<file path="config.mk">
export PLATFORM = sky130hd
export DESIGN_NAME = car_sensor_driver
export DESIGN_NICKNAME = d
export VERILOG_FILES = /design/src/rtl/car_sensor_driver.sv
export SDC_FILE = /design/constraint.sdc
export NUM_CORES = 1
export LEC_CHECK = 0
export BUFFER_PORTS_ARGS = -buffer_cell sky130_fd_sc_hd__buf_2
export CAP_MARGIN = 20
export CORE_ASPECT_RATIO = 0.75
export CORE_MARGIN = 1.5
export CORE_UTILIZATION = 51
export DETAILED_ROUTE_END_ITERATION = 8
export GPL_TIMING_DRIVEN = 0
export PLACE_DENSITY = 0.74
export SETUP_SLACK_MARGIN = 0.5
export SYNTH_ARGS = -nofsm -noshare
export SYNTH_HDL_FRONTEND = slang
export SYNTH_SLANG_ARGS = --single-unit
export TNS_END_PERCENT = 30
</file>
<file path="constraint.sdc">
create_clock -name clk -period 2.13 [get_ports clk]
set_clock_uncertainty 0.05 [all_clocks]
set_input_delay 0.213 -clock clk [delete_from_list [all_inputs] [get_ports clk]]
set_output_delay 0.213 -clock clk [all_outputs]
set_load 0.01 [all_outputs]
</file>
<file path="src/rtl/car_sensor_driver.sv">
// car_sensor_driver
// Plays the two-beam (outer, inner) waveform of a car passing the lot gate.
// A one-cycle start in IDLE launches an entry or exit sequence of three
// beam phases plus a clear gap, each lasting a latched dwell of D cycles.
// The block then pulses done for one cycle.
//
// Ports
//   clk          system clock, rising edge
//   reset_n      asynchronous active-low reset
//   start_enter  request entry sequence (sampled in IDLE only)
//   start_exit   request exit sequence (sampled in IDLE only)
//   abort        synchronous cancel of a running sequence
//   dwell        cycles per phase, latched at start, 0 behaves as 1
//   outer/inner  beam-blocked outputs (registered)
//   busy         sequence in progress (registered)
//   done         one-cycle completion pulse (registered)
//   dir          direction of last accepted sequence, 1 = enter (registered)
module car_sensor_driver #(
   parameter int unsigned DWELL_W = 8
) (
   input  logic               clk,
   input  logic               reset_n,
   input  logic               start_enter,
   input  logic               start_exit,
   input  logic               abort,
   input  logic [DWELL_W-1:0] dwell,
   output logic               outer,
   output logic               inner,
   output logic               busy,
   output logic               done,
   output logic               dir
);

   typedef enum logic [2:0] {
      S_IDLE = 3'd0,
      S_PH1  = 3'd1,
      S_PH2  = 3'd2,
      S_PH3  = 3'd3,
      S_GAP  = 3'd4
   } state_e;

   state_e             state_q;
   logic [DWELL_W-1:0] cnt_q;
   logic [DWELL_W-1:0] reload_q;
   logic               outer_q;
   logic               inner_q;
   logic               busy_q;
   logic               done_q;
   logic               dir_q;

   // Exactly one start request is a valid launch; both together is ambiguous.
   logic               start_ok_c;
   // Reload value D-1 with a zero dwell clamped to one cycle per phase.
   logic [DWELL_W-1:0] dwell_m1_c;

   assign start_ok_c = start_enter ^ start_exit;
   assign dwell_m1_c = (dwell == '0) ? '0 : (dwell - DWELL_W'(1));

   // Beam pattern {outer, inner} for a given phase and direction.
   function automatic logic [1:0] beams(input state_e s, input logic ent);
      logic [1:0] b;
      b = 2'b00;
      case (s)
         S_PH1:   b = ent ? 2'b10 : 2'b01;
         S_PH2:   b = 2'b11;
         S_PH3:   b = ent ? 2'b01 : 2'b10;
         default: b = 2'b00;
      endcase
      return b;
   endfunction

   // Phase succession; GAP is handled separately because it ends the run.
   function automatic state_e next_phase(input state_e s);
      state_e n;
      n = S_IDLE;
      case (s)
         S_PH1:   n = S_PH2;
         S_PH2:   n = S_PH3;
         S_PH3:   n = S_GAP;
         default: n = S_IDLE;
      endcase
      return n;
   endfunction

   // Sequencer: state, dwell counter and all registered outputs.
   always_ff @(posedge clk or negedge reset_n) begin
      if (!reset_n) begin
         state_q  <= S_IDLE;
         cnt_q    <= '0;
         reload_q <= '0;
         outer_q  <= 1'b0;
         inner_q  <= 1'b0;
         busy_q   <= 1'b0;
         done_q   <= 1'b0;
         dir_q    <= 1'b0;
      end else begin
         done_q <= 1'b0;
         case (state_q)
            S_IDLE: begin
               // abort in IDLE only has the effect of masking a start.
               if (!abort && start_ok_c) begin
                  state_q            <= S_PH1;
                  dir_q              <= start_enter;
                  reload_q           <= dwell_m1_c;
                  cnt_q              <= dwell_m1_c;
                  busy_q             <= 1'b1;
                  {outer_q, inner_q} <= beams(S_PH1, start_enter);
               end
            end
            S_PH1, S_PH2, S_PH3, S_GAP: begin
               if (abort) begin
                  state_q            <= S_IDLE;
                  cnt_q              <= '0;
                  busy_q             <= 1'b0;
                  {outer_q, inner_q} <= 2'b00;
               end else if (cnt_q == '0) begin
                  cnt_q <= reload_q;
                  if (state_q == S_GAP) begin
                     state_q            <= S_IDLE;
                     busy_q             <= 1'b0;
                     done_q             <= 1'b1;
                     {outer_q, inner_q} <= 2'b00;
                  end else begin
                     state_q            <= next_phase(state_q);
                     {outer_q, inner_q} <= beams(next_phase(state_q), dir_q);
                  end
               end else begin
                  cnt_q <= cnt_q - DWELL_W'(1);
               end
            end
            default: begin
               // Unreachable encodings recover to a quiet IDLE.
               state_q            <= S_IDLE;
               cnt_q              <= '0;
               busy_q             <= 1'b0;
               {outer_q, inner_q} <= 2'b00;
            end
         endcase
      end
   end

   assign outer = outer_q;
   assign inner = inner_q;
   assign busy  = busy_q;
   assign done  = done_q;
   assign dir   = dir_q;

endmodule
</file>
==> results.py <==
metrics = {
    "outcome": {
        "status": "finished clean",
    },
    "yosys": {
        "async_reset_ff_share_pct": 100,
        "synth_compound_area_share_pct": 27.7,
        "synth_fa_ha_area_share_pct": 2.52,
        "synth_cell_types": 46,
        "synth_seq_cells": 24,
        "synth_ff_type": "dfrtp_1",
        "synth_top_family_by_area": "compound AO/OA/AOI/OAI gates",
        "ys_seq_area_share_pct": 40.4,
        "syn_area_mm2": 0.00149,
        "synth.avg_cell_area_um2": 9.02,
        "synth_xor_xnor_area_share_pct": 3.53,
        "synth_edf_count": 0,
        "synth_simple_gate_area_share_pct": 19.8,
        "synth_fp_nets": 181,
        "yosys_warnings": 0,
        "muxShareOfSynthArea_pct": 0.757,
        "synth_cells": 165,
    },
    "placed_design": {
        "dp_hpwl_um": 2660,
        "place_congestion": 0.901,
        "dpl-instance-area_mm2": 0.00162,
        "dp_cells": 218,
        "numPortBuffers": 17,
        "pre_cts_slack_ns": -0.161,
    },
    "floorplanning": {
        "rows": 16,
        "pin_count": 18,
        "start_util_pct": 55.5,
        "core_mm2": 0.00268,
        "fp.dieW_um": 65.4,
        "die_h_um": 49.8,
        "dieArea_mm2": 0.00325,
    },
    "critical_path": {
        "slowest_stage": "or4b_4",
        "worst_setup_path_end_kind": "flop",
        "required_ns": 2.28,
        "worstSetupStartpointType": "flop",
        "crit_chain": "inv_2 -> ha_4 -> or4b_4 -> buf_6 -> o31a_1 -> or3_1 -> a21oi_1",
        "path_class": "flop to flop",
        "rr_worst_depth": 7,
        "cp.arrival_ns": 2.16,
        "crit_path_max_incr_delay_ns": 0.45,
        "crit_fanout": 2,
    },
    "sta": {
        "rsz0062_at_grt": "yes",
        "maxSlewViolCount": 0,
        "fmax_ghz": 0.496,
        "hold_viol": 0,
        "fin_ws_ns": 0.114,
        "setup_viol_count_final": 0,
        "max-slew-margin-rel_pct": 55.2,
        "fin_crit_ns": 2.02,
        "finalCritPeriodShare_pct": 94.6,
        "worst_slew_pin_slew_ns": 0.669,
    },
    "hold_path": {
        "holdPathStages": 2,
        "hp-class": "primary input to flop",
    },
    "routing": {
        "drc": 0,
        "drt-initial-drc-count": 151,
        "wirelength_um": 4090,
        "wl_per_cell_um": 17.1,
        "vias": 1452,
        "viasPerCell": 6.08,
        "ant_nets": 0,
        "drt-pass1-iter-count": 4,
    },
    "finish": {
        "finalInstanceArea_mm2": 0.00201,
        "instances_no_fill": 239,
        "n_antenna_cell": 0,
        "fill_cells": 196,
        "syn_to_final_growth_pct": 35.1,
        "nets": 220,
        "drive_gt1_share_pct": 36.0,
    },
    "pwr": {
        "power_mw": 2.61,
        "peakVddDrop_mv": 0.679,
        "leakage_nw": 0.852,
        "p_per_area_mw_per_mm2": 1300,
    },
    "flow_run": {
        "cap_violations": 0,
    },
    "clocking": {
        "insertion_delay_ns": 0.27,
        "clockBufferDepth": 2,
        "clock-sinks": 24,
        "cts_max_level": 1,
        "clkTransAtPathRegs_ns": 0.08,
        "cts_tree": "built",
        "numCtsBuffers": 3,
        "cts_root_buffer": "clkbuf_8",
    },
    "grt": {
        "grt_usage_pct": 26.1,
        "grt_pass1_vias": 1363,
        "overflow": 0,
        "grt_max_degree": 25,
        "antenna_found_initial": 0,
        "grt_pass1_wl_um": 6500,
    },
}
==> per-stage QoR <==
stage	TNS, ns	hold slack (ns)	util [%]
floorplan	0	-0.133	-
global route	0	0.157	74.9
detailed placement	-0.284	0.178	60.5
global placement	-0.133	0.169	60.5
finish	0	0.139	74.9
CTS	0	0.134	70.6
==> where the power goes <==
part | internal [mW] | switching [mW]
Clock | 0.165 | 0.145
Sequential | 0.659 | 0.235
Combinational | 0.651 | 0.754
Total | 1.47 | 1.13
==> cell usage in the layout (no fill, tap or decap), types with 4 or more instances in the layout <==
cell type	Yosys	layout
a21oi_1	10	8
buf_2	4	18
buf_4	0	14
buf_6	0	5
clkbuf_8	0	4
dfrtp_1	24	24
inv_1	12	10
nand2_1	10	9
nor2_1	7	6
o21a_1	5	5
o21ai_0	16	14
or3_1	5	5
==> registers in the layout (all words and copies together) (netlist names) <==
| name | count |
|---|---|
| done | 1 |
| cnt_q | 8 |
| dir | 1 |
| reload_q | 8 |
| outer | 1 |
| busy | 1 |
| state_q | 3 |
| inner | 1 |
==> logic make-up (layout without fill, tap and decap cells) <==
logic type                 count (synthesis)  after routing
buffers and inverters                     20             58
xor gates and xnor gates                   6              6
AOI/OAI and AO/OA                         60             60
adders and majority gates                  3              3
muxes                                      1              1
DFF                                       24             24
and+or+nand+nor                           51             51
==> routing by layer <==
metal | wire length, um | GRT usage, % | vias up
met3 | 378 | 7.76 | 0
li1 | - | - | 695
met4 | 0 | 2.78 | 0
met5 | 0 | 0 | -
met1 | 1880 | 38.5 | 690
met2 | 1830 | 39.5 | 67
==> path summary, 6_finish.rpt <==
kind	start	endpoint	slack [ns]
hold / removal	dwell[0]	reload_q[0]$_DFFE_PN0P_	0.14
min in group asynchronous	reset_n	state_q[2]$_DFFE_PN0P_	0.40
setup reg to reg	cnt_q[0]$_DFFE_PN0P_	state_q[0]$_DFFE_PN0P_	0.11
hold reg to reg	reload_q[0]$_DFFE_PN0P_	reload_q[0]$_DFFE_PN0P_	0.45
setup / recovery	cnt_q[0]$_DFFE_PN0P_	state_q[0]$_DFFE_PN0P_	0.11
max in group asynchronous	reset_n	cnt_q[1]$_DFFE_PN0P_	1.27
==> synth_stat cells (all sizes together) (3+ instances only) <==
cell | count | area, um2
or3 | 5 | 31.3
o21a | 5 | 37.5
o211ai | 3 | 22.5
dfrtp | 24 | 601
o31ai | 3 | 22.5
inv | 12 | 45.0
nand3 | 4 | 20.0
ha | 3 | 37.5
xor2 | 3 | 26.3
o21ai | 16 | 80.1
a21oi | 10 | 50.1
nand2 | 10 | 37.5
buf | 4 | 20.0
or4 | 4 | 30.0
xnor2 | 3 | 26.3
nor2 | 7 | 26.3
clkbuf | 4 | 15.0
nor3 | 8 | 45.0
a211oi | 3 | 22.5
==> area by class of cell <==
class,instances,area (um2),area share [%]
multi-input combinational,121,967,48.1
sequential,24,601,29.9
timing repair buffer,34,243,12.1
clock buffer,4,55.1,2.74
buffer,8,53.8,2.68
inverter,12,45.0,2.24
tap,36,45.0,2.24
==> critical path, delay by kind of cell (launching register included) <==
family | cells | cell delay, ns
adders and majority gates | 1 | 0.12
DFF | 1 | 0.41
buffers and inverters | 2 | 0.23
and+or+nand+nor | 2 | 0.76
AOI/OAI and AO/OA | 2 | 0.38
==> what timing repair did <==
| item | CTS | global route |
|---|---|---|
| hold buffers | 1 | 0 |
| gates cloned | 0 | 0 |
| resized for setup | 27 | 22 |
| endpoints found under the setup margin | 24 | 24 |
| pin swaps | 9 | 14 |
| setup buffers | 12 | 4 |
| endpoints found under the hold margin | 24 | 0 |
(Power assumes the default switching activity.)
